==> src/rtl/fetch_pkg.sv <==
// Shared types and constants for the instruction fetch front end.
package fetch_pkg;
   typedef enum logic [1:0] {IDLE, REQ, WAIT, HOLD} fetch_state_t;

   localparam int         PC_INC     = 4;
   // Instructions are word aligned: the low ALIGN_BITS of any fetch address are forced to ALIGN_LO.
   localparam int         ALIGN_BITS = 2;
   localparam logic [1:0] ALIGN_LO   = 2'b00;
endpackage

==> src/rtl/pc_fetch_ctrl_adder.sv <==
// Plain modulo-2^W adder used for sequential PC advance.
module pc_fetch_ctrl_adder #(
   parameter int W = 32
) (
   input  logic [W-1:0] a,
   input  logic [W-1:0] b,
   output logic [W-1:0] sum
);
   assign sum = a + b;
endmodule

==> src/rtl/pc_fetch_ctrl.sv <==
// PC sequencer: one outstanding imem fetch, single-entry instruction buffer to decode,
// branch/jump redirect squashes in-flight or held instructions from the old path.
module pc_fetch_ctrl
   import fetch_pkg::*;
#(
   parameter int                     ADDRESS_WIDTH = 32,
   parameter int                     DATA_WIDTH    = 32,
   parameter logic [ADDRESS_WIDTH-1:0] RESET_VECTOR = '0
) (
   input  logic                     clk,
   input  logic                     rst,
   input  logic                     redirect_valid,
   input  logic [ADDRESS_WIDTH-1:0] redirect_target,
   output logic                     imem_req,
   output logic [ADDRESS_WIDTH-1:0] imem_addr,
   input  logic                     imem_ready,
   input  logic                     imem_rvalid,
   input  logic [DATA_WIDTH-1:0]    imem_rdata,
   output logic                     inst_valid,
   output logic [DATA_WIDTH-1:0]    inst,
   output logic [ADDRESS_WIDTH-1:0] inst_pc,
   input  logic                     inst_ready,
   output logic [ADDRESS_WIDTH-1:0] PC
);
   fetch_state_t             state, state_d;
   logic [ADDRESS_WIDTH-1:0] pc, pc_d, req_pc, req_pc_d, pc_inc, tgt;
   logic [DATA_WIDTH-1:0]    inst_buf, inst_buf_d;
   logic                     kill, kill_d;
   logic                     unused_tgt_lo;

   pc_fetch_ctrl_adder #(.W(ADDRESS_WIDTH)) u_pc_add (
      .a   (pc),
      .b   (ADDRESS_WIDTH'(PC_INC)),
      .sum (pc_inc)
   );

   assign tgt           = {redirect_target[ADDRESS_WIDTH-1:ALIGN_BITS], ALIGN_LO};
   assign unused_tgt_lo = ^redirect_target[ALIGN_BITS-1:0];

   always_ff @(posedge clk) begin
      if (rst) begin
         state    <= IDLE;
         pc       <= RESET_VECTOR;
         req_pc   <= '0;
         inst_buf <= '0;
         kill     <= 1'b0;
      end else begin
         state    <= state_d;
         pc       <= pc_d;
         req_pc   <= req_pc_d;
         inst_buf <= inst_buf_d;
         kill     <= kill_d;
      end
   end

   always_comb begin
      state_d    = state;
      pc_d       = pc;
      req_pc_d   = req_pc;
      inst_buf_d = inst_buf;
      kill_d     = kill;
      imem_req   = 1'b0;
      inst_valid = 1'b0;
      inst       = '0;
      inst_pc    = '0;
      case (state)
         IDLE: state_d = REQ;
         REQ: begin
            imem_req = 1'b1;
            if (imem_ready) begin
               req_pc_d = pc;
               pc_d     = pc_inc;
               state_d  = WAIT;
               // A redirect racing the accept still has a response coming; squash it.
               if (redirect_valid) kill_d = 1'b1;
            end
         end
         WAIT: begin
            if (imem_rvalid) begin
               if (!kill && !redirect_valid) begin
                  inst_buf_d = imem_rdata;
                  state_d    = HOLD;
               end else begin
                  state_d = REQ;
               end
               kill_d = 1'b0;
            end else if (redirect_valid) begin
               kill_d = 1'b1;
            end
         end
         HOLD: begin
            inst_valid = 1'b1;
            inst       = inst_buf;
            inst_pc    = req_pc;
            if (inst_ready || redirect_valid) state_d = REQ;
         end
         default: state_d = IDLE;
      endcase
      // Redirect wins over sequential advance in every active state.
      if (redirect_valid && state != IDLE) pc_d = tgt;
   end

   assign imem_addr = pc;
   assign PC        = pc;
endmodule

==> config.mk <==
export PLATFORM = sky130hd
export DESIGN_NAME = pc_fetch_ctrl
export DESIGN_NICKNAME = d
export VERILOG_FILES = /design/src/rtl/fetch_pkg.sv /design/src/rtl/pc_fetch_ctrl_adder.sv /design/src/rtl/pc_fetch_ctrl.sv
export SDC_FILE = /design/constraint.sdc
export NUM_CORES = 1
export LEC_CHECK = 0
export BUFFER_PORTS_ARGS = -buffer_cell sky130_fd_sc_hd__buf_4
export CAP_MARGIN = 5
export CORE_MARGIN = 2
export CORE_UTILIZATION = 40
export DETAILED_ROUTE_END_ITERATION = 8
export PLACE_DENSITY_LB_ADDON = 0.12
export SYNTH_ARGS = -nofsm -noshare
export SYNTH_HDL_FRONTEND = slang
export SYNTH_SLANG_ARGS = --single-unit
==> constraint.sdc <==
create_clock -name clk -period 2.49 [get_ports clk]
set_input_delay 0.498 -clock clk [delete_from_list [all_inputs] [get_ports clk]]
set_output_delay 0.498 -clock clk [all_outputs]
set_load 0.1 [all_outputs]
==> flow_metrics.py <==
metrics = {
    "outcome": {
        "status": "finished clean",
    },
    "yosys": {
        "synth.top_cell.area_share": 0.379,
        "yosysSeqAreaShare": 0.379,
        "ys.warnings.count": 0,
        "synth_area_um2": 5020,
        "yosysTopAreaCell": "dfxtp_1",
        "yosys-top-cells-count": "nand2_1, dfxtp_1, a21oi_1",
        "synth_area_leaders": "dfxtp_1, nand2_1, a21oi_1",
        "ys_ff_latch": 95,
        "synth.most_common_cell": "nand2_1",
        "synth_cell_types": 55,
        "async_reset_ff_frac": 0,
        "synth_edf_count": 0,
        "synth-main-ff-cell": "dfxtp_1",
        "syn_avg_cell_area_um2": 7.46,
        "syn_inst": 672,
    },
    "sta": {
        "worst_slew_pin_slew_ps": 694,
        "relSlewSlack": 0.538,
        "drv_slew": 0,
        "final_hold_viol_count": 0,
        "holdWs_ps": 384,
        "clock.fmax_mhz": 426,
        "layout_min_cycle_time_ps": 2350,
        "grt_setup_unrepaired": "no",
        "setup_viol": 0,
        "finalClockSkew_ps": 7.55,
        "setup_slack_ps": 144,
        "period_share": 0.942,
    },
    "cells_and_area": {
        "antenna-diode-count": 0,
        "design_area_um2": 6770,
        "drive_above_1_share": 0.370,
        "finalNonFillerCells": 988,
        "finalNetCount": 890,
        "syn2layout_area_growth_pct": 35.0,
    },
    "worst_setup_path": {
        "critical_path_class": "reg -> out",
        "cp_cell_sequence": "ha_2 > buf_4 > and2_2 > buf_4",
        "reg2reg_depth": 8,
        "critPathMostFrequentCell": "buf_4",
        "crit_path_end": "inst_pc[19]",
        "crit_family": "buffers and inverters",
        "cpPeakStageDelay_ps": 470,
        "startpoint_type": "flip-flop",
        "critical_path_depth": 4,
        "crit_path_end_kind": "output port",
        "arrival_ps": 1850,
        "critPathBufInv": 2,
        "critPathMaxFanout": 37,
        "timing.rr.end": "PC[13]",
        "r2r_slack_ps": 350,
        "slowest_stage": "dfxtp_1",
        "cp-startpoint": "state[1]",
        "crit_required_ps": 1990,
        "r2r-start": "state[1]",
    },
    "placement": {
        "dpl_cell_area_um2": 6480,
        "dp_slack_ps": 383,
        "dp_hpwl_mm": 10.2,
        "dp.cells": 972,
        "place_congestion": 0.845,
        "io_buffers": 191,
    },
    "drt": {
        "drt-pass1-iter-count": 4,
        "vias": 4992,
        "post_drt_via_cell_ratio": 5.05,
        "drc_errors": 0,
        "drt_first_iter_violations": 283,
        "drt-total-wl_mm": 14.2,
        "drt.antenna.violating_nets": 0,
        "wl_per_cell_um": 14.4,
    },
    "cts": {
        "cts.sink_count": 95,
        "cts_made_buffers": 9,
        "clockRootBuffer": "clkbuf_16",
        "cts.path.max_buffers": 2,
        "clk_latency_ps": 340,
        "ctsHoldBuffers": 0,
        "cts-resized-gates": 0,
        "postCtsSetupRepairBufs": 0,
        "h-tree-depth": 3,
        "cts_tree": "built",
        "clk_pin_slew_ps": 70,
    },
    "global_route": {
        "grt_first_pass_wirelength_mm": 22.5,
        "grt_usage": 0.208,
        "grt_max_degree": 66,
        "grt_pass1_vias": 4540,
        "antenna_found_initial": 0,
        "busiest_layer": "met2",
        "use_met3": 0.0335,
        "overflow": 0,
        "met1_usage": 0.275,
        "grt_util_met2": 0.349,
    },
    "die": {
        "io-pin-count": 200,
        "die_w_um": 116,
        "fp.dieH_um": 116,
        "dieArea_um2": 13500,
        "rows": 40,
        "start_util": 0.414,
        "core-area_um2": 12100,
    },
    "power": {
        "irDropWorstVdd_uv": 378,
        "power.switching_mw": 1.54,
        "p_comb_frac": 0.278,
        "seqPwrFrac": 0.396,
        "p_clk_frac": 0.326,
        "finalPower_mw": 4.18,
        "switching_share": 0.367,
        "powerDensity_nw_per_um2": 617,
        "cellInternalPower_mw": 2.65,
        "p_leak_nw": 2.90,
    },
    "job": {
        "maxCapViolations": 0,
    },
    "min_path": {
        "hp-class": "in -> reg",
    },
}
-- cells by family after synthesis --
kind of cell / synth area share
AOI/OAI and AO/OA: 0.179
and+or+nand+nor: 0.320
buffers and inverters: 0.101
adders and majority gates: 0.0125
muxes: 0.00798
other: 0.000748
DFF: 0.379
-- flip-flops by register name, summed over array words and instances (netlist names) --
signal and count:
state 2, inst_buf 32, PC 30, req_pc 30, kill 1
-- power groups by stage --
stage / logic [mW] / clock network, mW / registers [mW]
after global routing: 1.23 / 1.46 / 1.67
after global placement: 1.15 / 0 / 1.69
after detailed placement: 1.16 / 0 / 1.69
final: 1.16 / 1.36 / 1.66
after CTS: 1.17 / 1.41 / 1.66
after floorplan: 0.674 / 0 / 1.90
-- final cells by class --
class,count,area [um2]
clock inverter,5,58.8
timing repair buffer,212,1600
sequential,95,1900
multi-input combinational,486,2720
tap,168,210
inverter,11,41.3
clock buffer,11,233
fill,1190,5340
-- per-stage QoR --
stage | util | TNS (ps)
2_1_floorplan | - | -50.2
3_3_place_gp | 0.535 | 0
3_5_place_dp | 0.535 | 0
4_1_cts | 0.559 | 0
5_1_grt | 0.559 | 0
6_report | 0.559 | 0
-- how the worst min path moves through the flow --
stage | startpoint | to | cells past startpoint
5_1_grt | imem_rdata[22] | inst_buf[22] | 3
2_1_floorplan | inst_buf[10] | inst_buf[10] | 2
3_5_place_dp | req_pc[10] | req_pc[10] | 2
3_3_place_gp | inst_buf[21] | inst_buf[21] | 2
4_1_cts | imem_rvalid | kill | 2
6_report | imem_rvalid | kill | 2
-- layout by cell type, fill, tap and decap left out, types with 8 or more instances in the layout --
| master | n |
|---|---|
| and2_2 | 59 |
| dfxtp_1 | 93 |
| nand4_1 | 10 |
| o21ai_0 | 9 |
| inv_1 | 11 |
| a21oi_1 | 88 |
| and3_1 | 8 |
| clkbuf_16 | 9 |
| nor2_1 | 35 |
| buf_4 | 211 |
| nand2_1 | 153 |
| nand3_1 | 17 |
-- per-layer routing --
layer,share of wire,vias to the layer above,wire length [um]
li1,-,2527,-
met2,0.48,166,6870
met4,0.014,0,204
met3,0.054,15,768
met1,0.45,2284,6360
met5,0,-,0
(Power assumes the default switching activity.)
